--- config.mk ---
export PLATFORM = sky130hd
export DESIGN_NAME = continuous_sensing_scheduler_flat
export DESIGN_NICKNAME = d
export VERILOG_FILES = /design/src/rtl/continuous_sensing_scheduler_if.sv /design/src/rtl/continuous_sensing_scheduler.sv /design/src/flat_wrapper.sv
export SDC_FILE = /design/constraint.sdc
export NUM_CORES = 1
export LEC_CHECK = 0
export ABC_AREA = 1
export CAP_MARGIN = 20
export CORE_ASPECT_RATIO = 0.6
export CORE_MARGIN = 4
export CORE_UTILIZATION = 50
export CTS_CLUSTER_SIZE = 25
export DETAILED_ROUTE_END_ITERATION = 10
export DONT_BUFFER_PORTS = 1
export PLACE_DENSITY = 0.68
export SLEW_MARGIN = 20
export SYNTH_ARGS = -nofsm -noshare
export SYNTH_HDL_FRONTEND = slang
export SYNTH_SLANG_ARGS = --single-unit
--- constraint.sdc ---
create_clock -name CLK -period 2.1 [get_ports CLK]
set_input_delay 0.42 -clock CLK [delete_from_list [all_inputs] [get_ports CLK]]
set_output_delay 0.42 -clock CLK [all_outputs]
set_load 0.1 [all_outputs]
--- src/rtl/continuous_sensing_scheduler_if.sv ---
// Handshake bundle between the scheduler and its decoder, sensor driver and UART transmitter.
interface continuous_sensing_scheduler_if;
  logic       CMD_VALID;
  logic       CONTINUOUS_EN;
  logic       BREAK_CONTINUOUS;
  logic [1:0] DATA_TYPE;
  logic       SENSOR_START;
  logic       SENSOR_DONE;
  logic       SENSOR_ERROR;
  logic       TX_START;
  logic [1:0] TX_TYPE;
  logic       TX_ERR;
  logic       TX_DONE;
  logic       BUSY;
  logic       CONT_ACTIVE;
  logic [1:0] ACTIVE_TYPE;
  logic       CMD_REJECT;
  logic       TIMEOUT_PULSE;

  modport slave (
    input  CMD_VALID, CONTINUOUS_EN, BREAK_CONTINUOUS, DATA_TYPE,
    input  SENSOR_DONE, SENSOR_ERROR, TX_DONE,
    output SENSOR_START, TX_START, TX_TYPE, TX_ERR,
    output BUSY, CONT_ACTIVE, ACTIVE_TYPE, CMD_REJECT, TIMEOUT_PULSE
  );

  modport master (
    output CMD_VALID, CONTINUOUS_EN, BREAK_CONTINUOUS, DATA_TYPE,
    output SENSOR_DONE, SENSOR_ERROR, TX_DONE,
    input  SENSOR_START, TX_START, TX_TYPE, TX_ERR,
    input  BUSY, CONT_ACTIVE, ACTIVE_TYPE, CMD_REJECT, TIMEOUT_PULSE
  );
endinterface

--- src/rtl/continuous_sensing_scheduler.sv ---
// Sequences single-shot and periodic sensor reads and their UART replies,
// including timeout handling and deferred stop of continuous mode.
module continuous_sensing_scheduler #(
  parameter int unsigned INTERVAL_CYCLES = 50000000,
  parameter int unsigned SENSOR_TIMEOUT  = 5000000,
  parameter int unsigned CNT_W           = 26
) (
  input  logic                         CLK,
  input  logic                         RST,
  continuous_sensing_scheduler_if.slave bus
);

  typedef enum logic [2:0] {
    S_IDLE, S_START, S_WAIT_SENSOR, S_SEND, S_WAIT_TX, S_INTERVAL
  } state_e;

  state_e           state_q, state_d;
  logic [CNT_W-1:0] cnt_q, cnt_d;
  logic             cont_q, cont_d;
  logic [1:0]       type_q, type_d;
  logic [1:0]       tx_type_q, tx_type_d;
  logic             tx_err_q, tx_err_d;
  logic             stop_q, stop_d;
  logic             sensor_start_q, sensor_start_d;
  logic             tx_start_q, tx_start_d;
  logic             reject_q, reject_d;
  logic             timeout_q, timeout_d;
  logic             busy_q, busy_d;
  logic             brk_ok, go_idle, go_send;

  // A break is honoured only once, and only for the job type that is running.
  assign brk_ok = bus.CMD_VALID && bus.BREAK_CONTINUOUS && cont_q &&
                  (bus.DATA_TYPE == type_q) && !stop_q;

  always_comb begin
    state_d        = state_q;
    cnt_d          = cnt_q;
    cont_d         = cont_q;
    type_d         = type_q;
    tx_type_d      = tx_type_q;
    tx_err_d       = tx_err_q;
    stop_d         = stop_q;
    sensor_start_d = 1'b0;
    tx_start_d     = 1'b0;
    reject_d       = 1'b0;
    timeout_d      = 1'b0;
    go_idle        = 1'b0;
    go_send        = 1'b0;

    if (state_q != S_IDLE && bus.CMD_VALID) begin
      if (brk_ok) stop_d = 1'b1;
      else        reject_d = 1'b1;
    end

    unique case (state_q)
      S_IDLE: begin
        if (bus.CMD_VALID) begin
          if (bus.DATA_TYPE == 2'b00 || bus.BREAK_CONTINUOUS) begin
            reject_d = 1'b1;
          end else begin
            type_d         = bus.DATA_TYPE;
            cont_d         = bus.CONTINUOUS_EN;
            state_d        = S_START;
            sensor_start_d = 1'b1;
          end
        end
      end
      S_START: begin
        cnt_d   = '0;
        state_d = S_WAIT_SENSOR;
      end
      S_WAIT_SENSOR: begin
        if (bus.SENSOR_DONE) begin
          tx_err_d = bus.SENSOR_ERROR;
          go_send  = 1'b1;
        end else if (cnt_q == CNT_W'(SENSOR_TIMEOUT - 1)) begin
          tx_err_d  = 1'b1;
          timeout_d = 1'b1;
          go_send   = 1'b1;
        end else begin
          cnt_d = cnt_q + CNT_W'(1);
        end
      end
      S_SEND: begin
        state_d = S_WAIT_TX;
      end
      S_WAIT_TX: begin
        if (bus.TX_DONE) begin
          if (cont_q && !stop_q && !brk_ok) begin
            state_d = S_INTERVAL;
            cnt_d   = '0;
          end else begin
            go_idle = 1'b1;
          end
        end
      end
      S_INTERVAL: begin
        if (brk_ok) begin
          go_idle = 1'b1;
        end else if (cnt_q == CNT_W'(INTERVAL_CYCLES - 1)) begin
          state_d        = S_START;
          sensor_start_d = 1'b1;
        end else begin
          cnt_d = cnt_q + CNT_W'(1);
        end
      end
      default: go_idle = 1'b1;
    endcase

    if (go_send) begin
      state_d    = S_SEND;
      tx_start_d = 1'b1;
      tx_type_d  = type_q;
    end

    // Returning to IDLE drops every piece of job context.
    if (go_idle) begin
      state_d   = S_IDLE;
      cnt_d     = '0;
      cont_d    = 1'b0;
      type_d    = 2'b00;
      tx_type_d = 2'b00;
      tx_err_d  = 1'b0;
      stop_d    = 1'b0;
    end

    busy_d = (state_d != S_IDLE);
  end

  always_ff @(posedge CLK) begin
    if (RST) begin
      state_q        <= S_IDLE;
      cnt_q          <= '0;
      cont_q         <= 1'b0;
      type_q         <= 2'b00;
      tx_type_q      <= 2'b00;
      tx_err_q       <= 1'b0;
      stop_q         <= 1'b0;
      sensor_start_q <= 1'b0;
      tx_start_q     <= 1'b0;
      reject_q       <= 1'b0;
      timeout_q      <= 1'b0;
      busy_q         <= 1'b0;
    end else begin
      state_q        <= state_d;
      cnt_q          <= cnt_d;
      cont_q         <= cont_d;
      type_q         <= type_d;
      tx_type_q      <= tx_type_d;
      tx_err_q       <= tx_err_d;
      stop_q         <= stop_d;
      sensor_start_q <= sensor_start_d;
      tx_start_q     <= tx_start_d;
      reject_q       <= reject_d;
      timeout_q      <= timeout_d;
      busy_q         <= busy_d;
    end
  end

  assign bus.SENSOR_START  = sensor_start_q;
  assign bus.TX_START      = tx_start_q;
  assign bus.TX_TYPE       = tx_type_q;
  assign bus.TX_ERR        = tx_err_q;
  assign bus.BUSY          = busy_q;
  assign bus.CONT_ACTIVE   = cont_q;
  assign bus.ACTIVE_TYPE   = type_q;
  assign bus.CMD_REJECT    = reject_q;
  assign bus.TIMEOUT_PULSE = timeout_q;

endmodule
--- src/flat_wrapper.sv ---
// flat-port wrapper written by rule: the top's interface ports become plain ports
module continuous_sensing_scheduler_flat 
#(
  parameter int unsigned INTERVAL_CYCLES = 50000000,
  parameter int unsigned SENSOR_TIMEOUT  = 5000000,
  parameter int unsigned CNT_W           = 26
)
  (CLK, RST, bus_CMD_VALID, bus_CONTINUOUS_EN, bus_BREAK_CONTINUOUS, bus_DATA_TYPE, bus_SENSOR_DONE, bus_SENSOR_ERROR, bus_TX_DONE, bus_SENSOR_START, bus_TX_START, bus_TX_TYPE, bus_TX_ERR, bus_BUSY, bus_CONT_ACTIVE, bus_ACTIVE_TYPE, bus_CMD_REJECT, bus_TIMEOUT_PULSE);
  continuous_sensing_scheduler_if bus_i ();
  input  logic CLK;
  input  logic RST;
  input wire logic [$bits(bus_i.CMD_VALID)-1:0] bus_CMD_VALID;
  input wire logic [$bits(bus_i.CONTINUOUS_EN)-1:0] bus_CONTINUOUS_EN;
  input wire logic [$bits(bus_i.BREAK_CONTINUOUS)-1:0] bus_BREAK_CONTINUOUS;
  input wire logic [$bits(bus_i.DATA_TYPE)-1:0] bus_DATA_TYPE;
  input wire logic [$bits(bus_i.SENSOR_DONE)-1:0] bus_SENSOR_DONE;
  input wire logic [$bits(bus_i.SENSOR_ERROR)-1:0] bus_SENSOR_ERROR;
  input wire logic [$bits(bus_i.TX_DONE)-1:0] bus_TX_DONE;
  output wire logic [$bits(bus_i.SENSOR_START)-1:0] bus_SENSOR_START;
  output wire logic [$bits(bus_i.TX_START)-1:0] bus_TX_START;
  output wire logic [$bits(bus_i.TX_TYPE)-1:0] bus_TX_TYPE;
  output wire logic [$bits(bus_i.TX_ERR)-1:0] bus_TX_ERR;
  output wire logic [$bits(bus_i.BUSY)-1:0] bus_BUSY;
  output wire logic [$bits(bus_i.CONT_ACTIVE)-1:0] bus_CONT_ACTIVE;
  output wire logic [$bits(bus_i.ACTIVE_TYPE)-1:0] bus_ACTIVE_TYPE;
  output wire logic [$bits(bus_i.CMD_REJECT)-1:0] bus_CMD_REJECT;
  output wire logic [$bits(bus_i.TIMEOUT_PULSE)-1:0] bus_TIMEOUT_PULSE;
  assign bus_i.CMD_VALID = bus_CMD_VALID;
  assign bus_i.CONTINUOUS_EN = bus_CONTINUOUS_EN;
  assign bus_i.BREAK_CONTINUOUS = bus_BREAK_CONTINUOUS;
  assign bus_i.DATA_TYPE = bus_DATA_TYPE;
  assign bus_i.SENSOR_DONE = bus_SENSOR_DONE;
  assign bus_i.SENSOR_ERROR = bus_SENSOR_ERROR;
  assign bus_i.TX_DONE = bus_TX_DONE;
  assign bus_SENSOR_START = bus_i.SENSOR_START;
  assign bus_TX_START = bus_i.TX_START;
  assign bus_TX_TYPE = bus_i.TX_TYPE;
  assign bus_TX_ERR = bus_i.TX_ERR;
  assign bus_BUSY = bus_i.BUSY;
  assign bus_CONT_ACTIVE = bus_i.CONT_ACTIVE;
  assign bus_ACTIVE_TYPE = bus_i.ACTIVE_TYPE;
  assign bus_CMD_REJECT = bus_i.CMD_REJECT;
  assign bus_TIMEOUT_PULSE = bus_i.TIMEOUT_PULSE;
  continuous_sensing_scheduler #(.INTERVAL_CYCLES(INTERVAL_CYCLES), .SENSOR_TIMEOUT(SENSOR_TIMEOUT), .CNT_W(CNT_W)) u_core (.CLK(CLK), .RST(RST), .bus(bus_i));
endmodule
==> run metrics <==
cell area after layout ~3000 sq um; Clk pwr share 42.3%; multi-input logic area 1680 sq um; fin crit period 1880 ps; fill count roughly 520; FMAX roughly 530 MHz; reg2reg path depth 10; DRC viols 0; starting DRC count in detailed routing roughly 300; critical path's top delay family simple AND/OR/NAND/NOR gates; Maximum Capacitance Violations 0; GPL Wtd Cong around 0.94; outcome finished clean; switching pwr 0.491 mW; Final HPWL DP roughly 5.6 mm; CTS tree yes; Worst Setup SP u_core.cnt_q[6]; pre-CTS setup slack roughly 190 ps; Setup CP Type reg2reg; FP Rows 20; worst min path class in2reg; hold_buf cts 0; Reg area 825 sq um; #FFs+latches synth just over 40; synth unique cells 26; met2 WL ~2.7 mm; worst path buffer plus inverter count 0; Slew Limit Headroom between 50 and 60%; final setup vio count 0; post-CTS setup buffers 0; RSZ-0062 raised after global routing no; H-tree Lvls 2; CP max FO 6; GRT Total Usage approximately 22%; Mean Syn Cell Area about 5.7 sq um; Final nets 507; Initial Utilization a little over half; CP Cell Sequence nand2_1 -> nor2_1 -> nand2_1 -> nor2_1 -> nand2_1 -> nand2_1 -> nand2_1 -> nor2_1 -> nand2_1 -> a21oi_2; clk sink count slightly above 40; CTS buffer count 5; Worst Path Arrival 2120 ps; DR pass1 iterations 5; Worst R2R Setup Slack about 220 ps; IO Port Bufs 0; Min-Delay Startpoint RST; Hold EP u_core.bus.SENSOR_START; R2R Path End u_core.cnt_q[25]; largest net degree at the start of global routing 28; M1 WL approximately 3.8 mm; Vert. Die Dim ~66 microns; first-pass GRT wire length roughly 12 mm; WHS Path Cells 1; wire length on met3 ~890 microns; Worst Path Required ~2300 ps; Worst path most repeated cell nand2_1; Worst setup EP type flip-flop; die area 6810 sq um; grt ovf 0; clk slew on worst S/H paths roughly 80 ps; power density over the cells 591 nW/um^2; Final Hold Fails 0; part of the power in registers between 40 and 50%; Worst setup SP type flip-flop; Net Sw Frac between 20 and 30%; VDD IR max 347 uV; Ports 21; register area share after synthesis around 30%; internal power about 1.3 mW; Post-Route WL about 7.5 mm; layout cell share with drive strength beyond 1 between 10% and 20%; syn nets between 400 and 500; CP max-delay cell dfxtp_1; ant diodes 0; Placed Area 2920 sq um; Layout area overhead 11.3%; via count about 2,900; worst setup margin between 200 and 250 ps; Clock Path Buffers 2; worst-skew pair later-pin latency about 300 ps; Cells after Synth 480; Worst Tran Pin Value 647 ps; vias in the first global route 2,447; post-route ant nets 0; initial antenna violation count 0; Crit path largest cell delay 470 ps; Cell Area, Synth between 2000 and 3000 sq um; YS warnings 0; clk_skew 7.32 ps; FF-to-FF Start u_core.cnt_q[6]; period utilization roughly nine tenths; DR top layer met4; leak pwr ~1.1 nW; Die Wd between 100 and 150 microns; TNS Setup 0 ps; Gate power share a little over an eighth; Via density 5.09; Root Driver clkbuf_8; Core ar. between 5000 and 6000 sq um; WL/cell 13.3 microns; final max-slew violation count 0
==> layer usage <==
layer,global-route usage (%),vias up
met5,0,-
met4,2.82,0
met3,7.36,9
met2,28.8,133
met1,34.9,1233
li1,-,1491
==> kinds of logic (layout without fill, tap and decap cells) <==
group / after synthesis / in the layout / synth area share [%]
buffers and inverters: 65 / 81 / 10.1
AND/OR/NAND/NOR: 318 / 319 / 46.8
adder cells (fa/ha/maj): 1 / 1 / 0.454
XOR/XNOR: 13 / 13 / 4.13
AO/OA/AOI/OAI: 42 / 42 / 8.80
flip-flops: 41 / 41 / 29.8
==> timing repair <==
item	4_1_cts	5_1_grt
endpoints found under the setup margin	0	31
resized for setup	0	3
endpoints found under the hold margin	0	0
==> worst register-to-register path: stages, from the launching register on <==
cell and delay, ps:
dfxtp_1 470, nand2_1 140, nor2_1 240, nand2_1 110, nor2_1 350, nand2_1 110
nand2_1 70, nand2_1 40, nor2_1 80, nand2_1 70, a21oi_2 140
==> how the worst max path moves through the flow <==
stage                                           end  slack, ps  cells after the start
final                              u_core.cnt_q[25]        220                     10
after global routing                u_core.bus.BUSY         40                      9
after CTS                          u_core.cnt_q[15]        170                      8
after detailed placement           u_core.cnt_q[13]        190                      8
after global placement              u_core.bus.BUSY        220                      9
after floorplan           u_core.bus.ACTIVE_TYPE[0]        280                      8
==> synthesized netlist by cell type, drive strengths merged <==
cell type  count  area share, %
nand4          3           0.68
nand3         22            4.2
o21bai         1           0.27
ha             1           0.45
nor3           4           0.73
o21ai          6            1.2
inv           55            7.5
nand2        192             27
xor2           8            2.5
buf            7            2.2
clkinv         1           0.14
nor3b          1           0.27
xnor2          5            1.6
nor2          96             14
clkbuf         2           0.27
dfxtp         41             30
a21oi         35            7.3
==> cell usage in the layout (no fill, tap or decap), types with 5 or more instances in the layout <==
cell        n
a21oi_1    28
a21oi_2     7
buf_4      16
clkbuf_8    5
dfxtp_1    38
inv_1      52
nand2_1   185
nand2_2     5
nand3_1    21
nor2_1     92
o21ai_0     5
xnor2_1     5
xor2_1      8
==> layout make-up <==
class / count / area share (%)
timing repair buffer: 17 / 4.57
clock buffer: 5 / 2.24
multi-input combinational: 375 / 54.7
clock inverter: 3 / 2.12
sequential: 41 / 26.9
tap: 66 / 2.69
inverter: 56 / 6.85
==> per-stage QoR <==
stage	hold WS (ps)	std cells	utilization, %	total power, mW
2_1_floorplan	435	480	-	1.01
3_3_place_gp	445	554	56.0	1.05
3_5_place_dp	455	554	56.0	1.05
4_1_cts	176	562	58.6	1.82
5_1_grt	159	563	59.0	1.89
6_report	183	563	59.0	1.81
==> power by group through the flow <==
stage | combinational [mW] | clock (mW) | sequential (mW)
CTS | 0.231 | 0.782 | 0.805
floorplan | 0.127 | 0 | 0.885
global route | 0.261 | 0.821 | 0.809
finish | 0.240 | 0.767 | 0.806
detailed placement | 0.230 | 0 | 0.824
global placement | 0.230 | 0 | 0.823
==> sequential cells by signal (all words and copies together) (netlist names), 2 cells and up <==
name,count
u_core.cnt_q,26
u_core.state_q,3
u_core.bus.TX_TYPE,2
u_core.bus.ACTIVE_TYPE,2
Note: power is estimated with default switching activity, not from simulation.
